## config.mk

```make
export PLATFORM = sky130hd
export DESIGN_NAME = prog_updown_counter
export DESIGN_NICKNAME = d
export VERILOG_FILES = /design/src/rtl/prog_counter_pkg.sv /design/src/rtl/prog_updown_counter_tick_gen.sv /design/src/rtl/prog_updown_counter.sv
export SDC_FILE = /design/constraint.sdc
export NUM_CORES = 1
export LEC_CHECK = 0
export ABC_AREA = 1
export CAP_MARGIN = 40
export CORE_MARGIN = 5
export CORE_UTILIZATION = 30
export DETAILED_ROUTE_END_ITERATION = 7
export PLACE_DENSITY = 0.54
export SLEW_MARGIN = 25
export SYNTH_ARGS = -nofsm -noshare
export SYNTH_HDL_FRONTEND = slang
export SYNTH_SLANG_ARGS = --single-unit
```

## constraint.sdc

```tcl
create_clock -name clock -period 3.2 [get_ports clock]
set_input_delay 0.48 -clock clock [delete_from_list [all_inputs] [get_ports clock]]
set_output_delay 0.48 -clock clock [all_outputs]
set_load 0.02 [all_outputs]
```

## src/rtl/prog_counter_pkg.sv

```systemverilog
// Shared constants for the programmable up/down LED counter.
//   BOARD_CLK_HZ    : board oscillator frequency
//   DEFAULT_DIVISOR : prescale for a 1 Hz step rate on the board clock
//   MODE_DIR/SAT    : bit positions inside the 2-bit mode input
package prog_counter_pkg;

  localparam int BOARD_CLK_HZ    = 100000000;
  localparam int DEFAULT_DIVISOR = BOARD_CLK_HZ;

  localparam int MODE_DIR = 0;  // 1 = count up, 0 = count down
  localparam int MODE_SAT = 1;  // 1 = saturate, 0 = wrap

endpackage

```

## src/rtl/prog_updown_counter_tick_gen.sv

```systemverilog
// Prescaler producing a single-cycle step enable from the board clock.
//   clock    : board clock, rising edge
//   rst      : synchronous reset, active low
//   restart  : synchronous restart of the prescale period (driven by load)
//   at_end   : combinational, high while the current cycle ends a period
//   tick_out : registered one-cycle pulse on the edge that ends a period
//   blink    : registered ~50% square wave at the period rate
module tick_gen
  import prog_counter_pkg::*;
#(
  parameter int DIVISOR = DEFAULT_DIVISOR
) (
  input  logic clock,
  input  logic rst,
  input  logic restart,
  output logic at_end,
  output logic tick_out,
  output logic blink
);

  localparam int CW_RAW = $clog2(DIVISOR + 1);
  localparam int CW     = (CW_RAW < 1) ? 1 : CW_RAW;
  localparam logic [CW-1:0] LAST = CW'(DIVISOR - 1);
  localparam logic [CW-1:0] HALF = CW'(DIVISOR / 2);

  logic [CW-1:0] cnt_q, cnt_d;
  logic          tick_q, tick_d;
  logic          blink_q, blink_d;

  assign at_end = (cnt_q == LAST);

  always_comb begin
    cnt_d  = cnt_q + CW'(1);
    tick_d = 1'b0;
    if (restart) begin
      cnt_d = '0;
    end else if (at_end) begin
      cnt_d  = '0;
      tick_d = 1'b1;
    end
    // With a one-cycle period the half-period threshold is 0, so force the
    // LED on rather than leaving it permanently dark.
    blink_d = (DIVISOR == 1) ? 1'b1 : (cnt_d < HALF);
  end

  always_ff @(posedge clock) begin
    if (!rst) begin
      cnt_q   <= '0;
      tick_q  <= 1'b0;
      blink_q <= 1'b1;
    end else begin
      cnt_q   <= cnt_d;
      tick_q  <= tick_d;
      blink_q <= blink_d;
    end
  end

  assign tick_out = tick_q;
  assign blink    = blink_q;

endmodule

```

## src/rtl/prog_updown_counter.sv

```systemverilog
// WIDTH-bit up/down counter with switch preload, wrap/saturate modes,
// count enable and terminal-count pulse, stepped by an internal prescaler.
//   clock    : board clock, rising edge
//   rst      : synchronous reset, active low (loads sw_in)
//   sw_in    : preload value
//   load     : synchronous preload, suppresses the step on that edge
//   en       : qualifies each step
//   mode     : [MODE_DIR] up/down, [MODE_SAT] saturate/wrap
//   cout     : registered count
//   tick_out : one-cycle pulse per prescaler period
//   blink    : square wave at the step rate
//   tc       : one-cycle terminal-count pulse, aligned with the step
module prog_updown_counter
  import prog_counter_pkg::*;
#(
  parameter int WIDTH   = 4,
  parameter int DIVISOR = DEFAULT_DIVISOR
) (
  input  logic             clock,
  input  logic             rst,
  input  logic [WIDTH-1:0] sw_in,
  input  logic             load,
  input  logic             en,
  input  logic [1:0]       mode,
  output logic [WIDTH-1:0] cout,
  output logic             tick_out,
  output logic             blink,
  output logic             tc
);

  localparam logic [WIDTH-1:0] MAX  = '1;
  localparam logic [WIDTH-1:0] ZERO = '0;
  localparam logic [WIDTH-1:0] ONE  = WIDTH'(1);

  logic             at_end;
  logic             step;
  logic             up, sat;
  logic [WIDTH-1:0] inc, dec;
  logic [WIDTH-1:0] cout_q, cout_d;
  logic             tc_q, tc_d;

  tick_gen #(.DIVISOR(DIVISOR)) u_tick (
    .clock    (clock),
    .rst      (rst),
    .restart  (load),
    .at_end   (at_end),
    .tick_out (tick_out),
    .blink    (blink)
  );

  assign step = at_end & en & ~load;
  assign up   = mode[MODE_DIR];
  assign sat  = mode[MODE_SAT];
  assign inc  = cout_q + ONE;
  assign dec  = cout_q - ONE;

  always_comb begin
    cout_d = cout_q;
    tc_d   = 1'b0;
    if (load) begin
      cout_d = sw_in;
    end else if (step) begin
      if (up) begin
        if (!sat) begin
          cout_d = inc;
          tc_d   = (cout_q == MAX);
        end else if (cout_q != MAX) begin
          cout_d = inc;
          tc_d   = (inc == MAX);
        end
      end else begin
        if (!sat) begin
          cout_d = dec;
          tc_d   = (cout_q == ZERO);
        end else if (cout_q != ZERO) begin
          cout_d = dec;
          tc_d   = (dec == ZERO);
        end
      end
    end
  end

  always_ff @(posedge clock) begin
    if (!rst) begin
      cout_q <= sw_in;
      tc_q   <= 1'b0;
    end else begin
      cout_q <= cout_d;
      tc_q   <= tc_d;
    end
  end

  assign cout = cout_q;
  assign tc   = tc_q;

endmodule
```

# Word level (Yosys, flattened, before mapping)
# Index checks and enable logic that the tools add are counted.
[word_totals]
word_cells = 43
inputBits = 10
regBits = 34
out_inout_bits = 7
[op_classes]
n_reduce_logical = 6
mux = 16
eq_ne = 7
n_lt_le_gt_ge = 1
addsub = 3
bitwise_logic = 5
[ops]
columns = ["operator", "count"]
rows = [
  ["$mux 27", 2],
  ["$mux 4", 8],
  ["$add 27x1->27 const B", 1],
  ["$eq 27x27->1 const B", 1],
  ["$lt 27x26->1 const B", 1],
  ["$ne 5x4->1 const B", 2],
  ["$eq 4x4->1 const B", 2],
  ["$logic_not 4->1", 2],
  ["$mux 1", 6],
  ["$add 4x1->4 const B", 1],
  ["$ne 4x4->1 const B", 1],
  ["$reduce_bool 4->1", 1],
  ["$sub 4x1->4 const B", 1],
  ["$ne 3x1->1 const B", 1],
  ["$not 1->1", 3],
  ["$reduce_and 3->1", 1],
  ["$reduce_or 3->1", 1],
  ["$and 1x1->1", 2],
  ["$reduce_or 2->1", 1],
]

# Longest topological paths before layout
[depth]
depth_word = 7
ltp_mapped = 15

# Hierarchy
# From an unflattened synthesis, not the netlist that was laid out.
[unflattened]
hier_cells = 391
area_unflattened_um2 = 2467.4
[by_module_without_submodules]
columns = ["module", "instances", "area_per_inst_um2", "seq_area_each_um2", "cells_each"]
rows = [
  ["tick_gen", 1, 1993.2, 580.6, 322],
  ["prog_updown_counter", 1, 474.2, 140.1, 69],
]

# Least setup slack after synthesis
# OpenSTA, ideal clock, no wires.
[synth_timing]
kind = "register -> register"
startpoint = "reg cout_q[0] (netlist: cout[0])"
endpoint = "reg cout_q[0] (netlist: cout[0]), enable pin"
setup_time_ns = 0.373
path_slack_ns = 1.240
t_required_ns = 2.827
arrival_ns = 1.587
synth_period_minus_slack_ns = 1.960
stages_incl_launch_ff = 7
cell_sequence = "edfxtp_1 -> ha_1 -> nand2_1 -> nor3_1 -> a41oi_1 -> o21ai_0 -> o31ai_1"
[synth_via]
elab_chain_cells = 3
elab_cells_between_ends = 5
[synth_lines]
columns = ["item", "line_no", "text"]
rows = [
  ["start: declaration", "prog_updown_counter.sv:39", "logic [WIDTH-1:0] cout_q, cout_d;"],
  ["start signal: assignment", "prog_updown_counter.sv:85", "cout_q <= sw_in;"],
  ["start signal: assignment", "prog_updown_counter.sv:88", "cout_q <= cout_d;"],
  ["$ne 4x4->1 or $reduce_bool 4->1 (tied branches)", "prog_updown_counter.sv:67, prog_updown_counter.sv:75", ""],
  ["$ne 5x4->1 (no source line)", "--", ""],
  ["$reduce_and 3->1 (no source line) *", "--", ""],
]
# Every way passes the cells marked *; elsewhere a longest branch is shown, timed or not.
# A chain may end at the register's enable or synchronous reset.

# Worst setup path after layout
[layout_timing]
startpoint = "reg u_tick.cnt_q[0]"
endpoint = "reg u_tick.blink_q (netlist: u_tick.blink)"
[layout_via]
elab_chain_cells = 4
elab_cells_between_ends = 5
[layout_lines]
columns = ["item", "line_no", "text"]
rows = [
  ["start: declaration", "prog_updown_counter_tick_gen.sv:26", "logic [CW-1:0] cnt_q, cnt_d;"],
  ["start signal: assignment", "prog_updown_counter_tick_gen.sv:52", "cnt_q <= cnt_d;"],
  ["$add 27x1->27 or $eq 27x27->1 (tied branches)", "prog_updown_counter_tick_gen.sv:33, prog_updown_counter_tick_gen.sv:30", ""],
  ["$mux 27 *", "prog_updown_counter_tick_gen.sv:37", "end else if (at_end) begin"],
  ["$mux 27 *", "prog_updown_counter_tick_gen.sv:35", "if (restart) begin"],
  ["$lt 27x26->1 *", "prog_updown_counter_tick_gen.sv:43", "blink_d = (DIVISOR == 1) ? 1'b1 : (cnt_d < HALF);"],
  ["end signal: assignment", "prog_updown_counter_tick_gen.sv:54", "blink_q <= blink_d;"],
  ["end: declaration", "prog_updown_counter_tick_gen.sv:28", "logic blink_q, blink_d;"],
]
# Marks and branches as above.

==> results.sh <==
export IMPL_fp_dieW_microns=95.0
export IMPL_grt_max_degree=15
export IMPL_cts_resized=0
export IMPL_clock_path_buffers=2
export IMPL_cp_max_fo=7
export IMPL_finClkSkew_ps=8.22
export IMPL_wire_per_inst_microns=12.0
export IMPL_vias_per_cell=4.58
export IMPL_dp_slack_ps=818
export IMPL_die_area_sq_um=9020
export IMPL_areaGrowthSynthToFinish_pct=16.7
export IMPL_ant_nets=0
export IMPL_p_seq_share_pct=53.6
export IMPL_syn_inst=334
export IMPL_start_kind="flop"
export IMPL_hold_ws_ps=466
export IMPL_drt_iter0_markers=112
export IMPL_worstHoldPathCells=1
export IMPL_worst_slew_pin_slew_ps=591
export IMPL_rsz0062_at_grt="no"
export IMPL_fmax_mhz=473
export IMPL_ys_ff_latch=34
export IMPL_clk_latency_ps=290
export IMPL_antenna_found_initial=0
export IMPL_grt_use_total_pct=13.2
export IMPL_setup_viol=0
export IMPL_outcome="finished clean"
export IMPL_worst_slack_ps=1090
export IMPL_final_nets=371
export IMPL_pin_count=17
export IMPL_placement_io_buffers=16
export IMPL_final_common_cell="nand2_1"
export IMPL_hold_violations=0
export IMPL_ys_seq_area_share_pct=33.3
export IMPL_synthArstFlopShare_pct=0
export IMPL_switchingPower_mw=0.207
export IMPL_grt_pass1_wl_microns=9230
export IMPL_via_count=2090
export IMPL_post_cts_setup_buffers=0
export IMPL_leakage_nw=0.960
export IMPL_clkTransAtPathRegs_ps=70
export IMPL_rows=31
export IMPL_numCtsBuffers=5
export IMPL_critical_path_max_stage_delay_ps=330
export IMPL_cts_tree="built"
export IMPL_num_fill_cells=806
export IMPL_synthSimpleGateAreaFrac_pct=44.6
export IMPL_dp_hpwl_microns=4360
export IMPL_h_tree_depth=2
export IMPL_p_sw_share_pct=24.8
export IMPL_yosysWarningCount=0
export IMPL_syn_area_sq_um=2170
export IMPL_die_y_microns=95.0
export IMPL_avgSynthCellArea_sq_um=6.49
export IMPL_drcViolationCount=0
export IMPL_synthesis_nets=349
export IMPL_synth_adder_area_share_pct=2.89
export IMPL_path_class="flop to flop"
export IMPL_share_comb_of_total_power_pct=9.6
export IMPL_grt_overflow=0
export IMPL_crit_cells=15
export IMPL_final_cell_mix="nand2_1, nor2_1, inv_1"
export IMPL_synth_area_mux_share_pct=0
export IMPL_cp_top_family="simple AND/OR/NAND/NOR gates"
export IMPL_max_slew_margin_rel_pct=60.3
export IMPL_initial_core_util_pct=30.4
export IMPL_place_congestion=0.850
export IMPL_synth_top_family_by_area="simple AND/OR/NAND/NOR gates"
export IMPL_grt_pass1_vias=2009
export IMPL_finalPower_mw=0.836
export IMPL_synth_edf_count=4
export IMPL_clock_sinks=34
export IMPL_worst_setup_path_end_kind="flop"
export IMPL_crit_buf_inv=2
export IMPL_cp_common_cell="nand2_1"
export IMPL_fin_crit_ps=2110
export IMPL_synth_compound_gate_area_share_pct=6.12
export IMPL_antennaDiodeCount=0
export IMPL_intPower_mw=0.629
export IMPL_crit_chain="ha_1 > inv_1 > nor2_4 > nand2_4 > inv_1 > nand2_1 > nor2_1 > nor2_2 > nand3_1 > nor2_1 > nand3_1 > nor2_1 > nand2_1 > nand2_1 > nand2_1"
export IMPL_hp_class="flop to flop"
export IMPL_power_frac_clock_pct=36.8
export IMPL_ff2ff_path_depth=15
export IMPL_worst_path_max_delay_cell="dfxtp_1"
export IMPL_routed_wl_microns=5480
export IMPL_core_area_sq_um=7140
export IMPL_finalCritPeriodShare_pct=66.0
export IMPL_cts_root_buf="clkbuf_8"
export IMPL_ir_worst_vdd_mv=0.139
export IMPL_synth_ff_type="dfxtp_1"
export IMPL_synth_xor_xnor_area_share_pct=5.25
export IMPL_arrival_ps=2300
export IMPL_max_cap_violations=0
export IMPL_fin_cells=456
export IMPL_final_max_slew_viol_count=0
export IMPL_cts_hold_buf=0
export IMPL_cp_required_ps=3390
export IMPL_setup_tns_ps=0
export IMPL_drtPass1Iterations=4
export IMPL_placedCellCount=448
export IMPL_synth_cell_types=32
export IMPL_powerDensity_nw_per_um2=330
export IMPL_drive_above_1_share_pct=6.44
Yosys cell counts, types with 2 or more instances:
| cell type | instances | area [sq um] |
|---|---|---|
| edfxtp_1 | 4 | 120 |
| xnor2_1 | 2 | 17.5 |
| nor2_2 | 7 | 43.8 |
| nor3_1 | 4 | 20.0 |
| inv_1 | 42 | 158 |
| nand2_2 | 2 | 12.5 |
| a21oi_1 | 2 | 10.0 |
| nor2_1 | 72 | 270 |
| nor2_4 | 2 | 22.5 |
| xor2_1 | 11 | 96.3 |
| o21ai_0 | 7 | 35.0 |
| o21a_1 | 2 | 15.0 |
| nand3_1 | 32 | 160 |
| dfxtp_1 | 30 | 601 |
| nand4_1 | 13 | 81.3 |
| o21bai_1 | 3 | 22.5 |
| ha_1 | 5 | 62.6 |
| nand2_1 | 79 | 297 |
| nor4_1 | 2 | 12.5 |
routing by layer:
metal	vias up	wire length, microns	GRT usage (%)
met5	-	0	0
met4	0	70	4.09
met3	7	248	3.03
met2	37	2450	21.5
met1	939	2720	17.3
li1	1107	-	-
registers in the layout, summed over array words and instances, names as in the netlist:
| signal | flops |
|---|---|
| u_tick.tick_out | 1 |
| u_tick.cnt_q | 27 |
| u_tick.blink | 1 |
| tc | 1 |
| cout | 4 |
path summary, 6_finish.rpt:
kind,startpoint,to,slack (ps)
max,u_tick.cnt_q[0],u_tick.blink,1090
min,u_tick.cnt_q[0],u_tick.cnt_q[0],470
min reg2reg,u_tick.cnt_q[0],u_tick.cnt_q[0],470
max reg2reg,u_tick.cnt_q[0],u_tick.blink,1090
metrics by stage:
step	cell area, sq um	util (%)
5_1_grt	2530	35.4
2_1_floorplan	2170	-
3_3_place_gp	2450	34.3
3_5_place_dp	2450	34.3
4_1_cts	2530	35.4
6_report	2530	35.4
cell families after synthesis:
kind of cell,count (synthesis)
AO/OA/AOI/OAI,20
XOR/XNOR,13
adder cells (fa/ha/maj),5
buffers and inverters,45
flip-flops,34
AND/OR/NAND/NOR,217
area by class of cell:
class	instances	area, sq um	share of cell area [%]
clock buffers	8	80.1	3.17
inverters	43	161	6.38
multi-input cells	255	1280	50.4
flip-flops and latches	34	721	28.5
well taps	99	124	4.90
repair buffers	17	168	6.63
power groups by stage:
stage / sequential (mW) / clock, mW / combinational, mW
floorplan: 0.462 / 0 / 0.0391
global placement: 0.457 / 0 / 0.0811
global route: 0.449 / 0.337 / 0.0893
finish: 0.448 / 0.308 / 0.0806
detailed placement: 0.457 / 0 / 0.0806
CTS: 0.447 / 0.320 / 0.0812
(Power assumes the default switching activity.)
==> variant 1 (same flow settings) <==
Put one more register stage on the output `cout`. The value now appears one clock later. The other outputs are not delayed to match. Comments in the files are not updated.
--- a/src/rtl/prog_updown_counter.sv
+++ b/src/rtl/prog_updown_counter.sv
@@ -90,7 +90,9 @@
     end
   end
 
-  assign cout = cout_q;
+  always_ff @(posedge clock) begin
+    cout <= cout_q;
+  end
   assign tc   = tc_q;
 
 endmodule
Behaviour: not the same (a bounded check fails within 4 cycles, from zero or initial values and one cycle with rst low).
==> variant 1 against the original RTL <==
  * Non-clock buffer count unchanged
  * Power grew 29%
  * Worst setup slack gained 0.067 ns
  * Synthesized area up 10%
  * Global-route usage fell by 0.62 points
  * Routed wire length increased by 7.2%
  * Sequential power increased by 13%
  * Clock power up 60%
  * Design area grew 11%
  * Utilization increased by 0.90 points
  * Sequential cell count increased by 4
  * Critical endpoint unchanged
==> variant 1: results (changes against the original RTL) <==
Timing:
- The final worst hold slack was 0.465 ns (-0.000813 ns).
- The final setup skew is 0.00376 ns (-0.00446 ns).
- The worst slew margin relative to its limit is 0.694 (+0.0916).
- The final period demand of the worst path is 2.05 ns (-0.0666 ns).

Global route:
- The first-pass GRT wire length is 10,100 um (+9.6%).
- The met3 track demand over resource in global routing is 0.0295 (-0.000826).
- The met1 global-route usage is 0.158 (-0.0146).
- The global router's overall resource usage is 0.126 (-0.00620).
- The pin count of the biggest net entering global routing was 19 (+4).
- The fraction of met2 tracks used by global routing is 0.210 (-0.00469).
- The number of global-route vias before repair is 2,175 (+8.3%).

Logic synthesis:
- By area the synthesized netlist is led by sky130_fd_sc_hd__dfxtp_1, sky130_fd_sc_hd__nand2_1, sky130_fd_sc_hd__nor2_1.
- The gate count after technology mapping is 361 (+8.1%).
- The commonest cells after synthesis are sky130_fd_sc_hd__nand2_1, sky130_fd_sc_hd__nor2_1, sky130_fd_sc_hd__inv_1, sky130_fd_sc_hd__dfxtp_1, sky130_fd_sc_hd__nand3_1.
- The distinct cell type count after synthesis is 34 (+6.3%).
- The synthesized area per cell came to 6.61 um^2 (+1.9%).
- The complex-gate fraction of the synthesized area came to 0.0566 (-0.00460).
- The net count after synthesis was 376 (+7.7%).
- The xor-xnor portion of the synthesized cell area came to 0.0404 (-0.0122).

Placement:
- The post-placement setup slack is 0.847 ns (+0.0290 ns).
- The placed wire-length estimate is 4740 um (+8.8%).
- The placer congestion estimate is 0.817 (-3.8%).
- The cell count after placement was 478 (+6.7%).
- The cell area reported after detailed placement was 2670 um^2 (+9.0%).

Power:
- The leakage power summed over all cells is 0.00105 uW (+9.4%).
- The combinational power share is 0.075 (-0.021).
- The maximum vdd ir drop is 0.000144 V (+3.5%).
- The areal power density over the cells came to 384 nW/um^2 (+16%).
- The internal power summed over all cells was 841 uW (+34%).

Run status:
- The flow ran to the end, and the final reports show no timing, DRC or antenna violations.

Detailed routing:
- The wire length reported by the detailed router is 5880 um (+7.2%).
- The number of design-rule violations left by the first detailed-router iteration is 114 (+1.8%).
- The detail-routed via count per cell is 4.59 (+0.20%).
- The post-detailed-route wirelength per cell is 12.1 um (+0.61%).
- The met2 wirelength from detailed routing is 2720 um (+11%).
- The routed metal-1 wirelength came to 2760 um (+1.6%).
- The wire length on met3 was 265 um (+6.9%).

Cells and area:
- The filler cell count is 823 (+2.1%).
- The multi-input logic area is 1420 um^2 (+11%).
- The number of nets in the final layout came to 398 (+7.3%).
- The share of post-route cells with drive strength above 1 is 0.125 (+0.0606).

Setup path:
- The signal arrival time at the worst endpoint is 2.23 ns (-0.07 ns).
- The biggest cell delay along the critical path is 0.41 ns (+0.08 ns).
- The setup slack on the worst flop-to-flop path is 1.15 ns (+0.07 ns).
- The cell family contributing the most delay on the critical path is simple AND/OR/NAND/NOR gates.

Hold path:
- The number of instances on the worst hold path is 0 (-1).

CTS:
- The clock insertion delay at the later pin of the skew report is 0.29 ns (about the same).
==> variant 1: path summary, 6_finish.rpt <==
| path | start | to |
|---|---|---|
| setup / recovery | u_tick.cnt_q[0]$_SDFF_PP0_ | u_tick.blink$_SDFF_PN1_ |
| setup reg to reg | u_tick.cnt_q[0]$_SDFF_PP0_ | u_tick.blink$_SDFF_PN1_ |
| hold reg to reg | cout_q[1]$_DFFE_PP_ | cout[1]$_DFF_P_ |
| hold / removal | cout_q[1]$_DFFE_PP_ | cout[1]$_DFF_P_ |
==> variant 1: cells by family after synthesis <==
logic type               after synthesis
AND/OR/NAND/NOR                      242
XOR/XNOR                              11
flip-flops                            38
AO/OA/AOI/OAI                         21
buffers and inverters                 44
adder cells (fa/ha/maj)                5
==> variant 1: layout make-up <==
type | count | area share
Multi-Input combinational cell | 279 | 0.505
Clock buffer | 5 | 0.0245
Clock inverter | 3 | 0.0245
Tap cell | 102 | 0.0454
Sequential cell | 38 | 0.285
Inverter | 42 | 0.0561
Timing Repair Buffer | 17 | 0.0597
==> variant 2 (config.mk and constraints unchanged) <==
Without the edit above. `BOARD_CLK_HZ`: 100000000 -> 50000000.
--- a/src/rtl/prog_counter_pkg.sv
+++ b/src/rtl/prog_counter_pkg.sv
@@ -4,7 +4,7 @@
 //   MODE_DIR/SAT    : bit positions inside the 2-bit mode input
 package prog_counter_pkg;
 
-  localparam int BOARD_CLK_HZ    = 100000000;
+  localparam int BOARD_CLK_HZ    = 50000000;
   localparam int DEFAULT_DIVISOR = BOARD_CLK_HZ;
 
   localparam int MODE_DIR = 0;  // 1 = count up, 0 = count down
Formal check against the unedited RTL: no difference found for any inputs over 10 cycles, from zero or initial values and one cycle with rst low; that may be too few to reach the edited logic, so the function may still have changed.
==> variant 2 against the original RTL <==
  * Via count decreased by 3.1%
  * Synthesized area up 0.64%
  * Final cell count decreased by 3.1%
  * Design area is 0.35% lower
  * Sequential power shrank 2%
  * Fmax increased by 3.5%
  * Sequential cell count down 1
  * Combinational power down 2%
  * First-iteration DRC count shrank 6.3%
  * Critical path depth is 1 lower
  * Power decreased by 1.3%
  * Worst setup slack gained 0.071 ns
  * Routed wire length is 1.9% lower
  * Highest routed layer unchanged
==> variant 2: results (changes against the original RTL) <==
Cells and area:
- The share of post-route cells with drive strength above 1 is 0.160 (+0.0959).
- The number of buffers other than clock buffers in the final layout was 16 (-1).
- The flip-flop count of the largest register, all copies and words added came to 26 (-3.7%).
- The number of nets in the final layout came to 357 (-3.8%).
- The register fraction of the total cell area is 0.278 (-0.00695).
- The layout inverter count without the clock tree is 41 (-4.7%).
- The fraction of area in multi-input gates is 0.517 (+0.0122).
- The portion of the layout cell area used by non-clock buffers is 0.0635 (-0.00275).
- The filler cell count is 758 (-6.0%).

Setup path:
- The worst-path maximum fanout is 6 (-1).

Die:
- The overall die area is 9070 um^2 (+0.57%).

Global route:
- The first-pass GRT wire length is 9000 um (-2.5%).
- The global router's overall resource usage is 0.127 (-0.00472).
- The pin count of the biggest net entering global routing is 18 (+3).

Detailed routing:
- The met2 wirelength from detailed routing came to 2500 um (+2.2%).
- The wire length reported by the detailed router came to 5380 um (-1.9%).
- The routed metal-1 wirelength is 2420 um (-11%).
- The detail-routed via count per cell came to 4.58 (about the same).

Logic synthesis:
- The synthesized area per cell is 6.77 um^2 (+4.4%).
- By area the synthesized netlist is led by sky130_fd_sc_hd__dfxtp_1, sky130_fd_sc_hd__nand2_1, sky130_fd_sc_hd__nor2_1.
- The net count after synthesis is 337 (-3.4%).
- The sequential share of the synthesized area is 0.321 (-0.0113).
- The commonest cells after synthesis are sky130_fd_sc_hd__nand2_1, sky130_fd_sc_hd__nor2_1, sky130_fd_sc_hd__inv_1, sky130_fd_sc_hd__dfxtp_1, sky130_fd_sc_hd__nand3_1.

Timing:
- The worst slew margin relative to its limit is 0.760 (+0.157).

Placement:
- The cell count after placement is 434 (-3.1%).
- The cell area reported after detailed placement is 2440 um^2 (-0.36%).
- The placed wire-length estimate is 4200 um (-3.7%).
- The post-placement setup slack came to 1.03 ns (+0.215 ns).

Power:
- The maximum vdd ir drop is 0.000140 V (+0.75%).
- The internal power summed over all cells is 616 uW (-2.0%).
- The leakage power summed over all cells is 0.000964 uW (+0.40%).

Run status:
- The run finished with clean final reports.
-- variant 2: cell types whose count changed after synthesis, sizes merged, moves of 2 or more --
cell / unedited run / this run
nor2: 82 / 73
nand2: 82 / 86
inv: 43 / 40
nand3: 33 / 30
nand4: 13 / 10
o21ai: 7 / 10
xor2: 11 / 8
nor3b: 0 / 2
nor4: 2 / 0
-- variant 2: power groups by stage --
stage	Clock, uW	Sequential [uW]	Combinational, uW
2_1_floorplan	0	450	43.3
3_3_place_gp	0	447	79.4
3_5_place_dp	0	448	79.6
4_1_cts	319	438	80.1
5_1_grt	337	439	88.2
6_report	308	438	79.3
-- variant 2: path summary, 6_finish.rpt --
path | start | end | slack [ns]
worst max-delay path | u_tick.cnt_q[0]$_SDFF_PP0_ | u_tick.blink$_SDFF_PN1_ | 1.16
worst min-delay path | u_tick.cnt_q[3]$_SDFF_PP0_ | u_tick.cnt_q[3]$_SDFF_PP0_ | 0.51
worst min register to register | u_tick.cnt_q[3]$_SDFF_PP0_ | u_tick.cnt_q[3]$_SDFF_PP0_ | 0.51
worst max register to register | u_tick.cnt_q[0]$_SDFF_PP0_ | u_tick.blink$_SDFF_PN1_ | 1.16
-- variant 2: cells by family (layout without fill, tap and decap cells) --
group | after synthesis | after routing | share of synthesized area
adder cells (fa/ha/maj) | 5 | 5 | 0.0287
XOR/XNOR | 9 | 9 | 0.0361
buffers and inverters | 44 | 65 | 0.0815
AO/OA/AOI/OAI | 22 | 22 | 0.0648
AND/OR/NAND/NOR | 209 | 209 | 0.468
flip-flops | 33 | 33 | 0.321
-- variant 2: per-layer routing --
layer	up-vias	GRT usage
met2	57	0.215
met1	887	0.158
met3	10	0.0245
met5	-	0
li1	1071	-
met4	0	0.0517
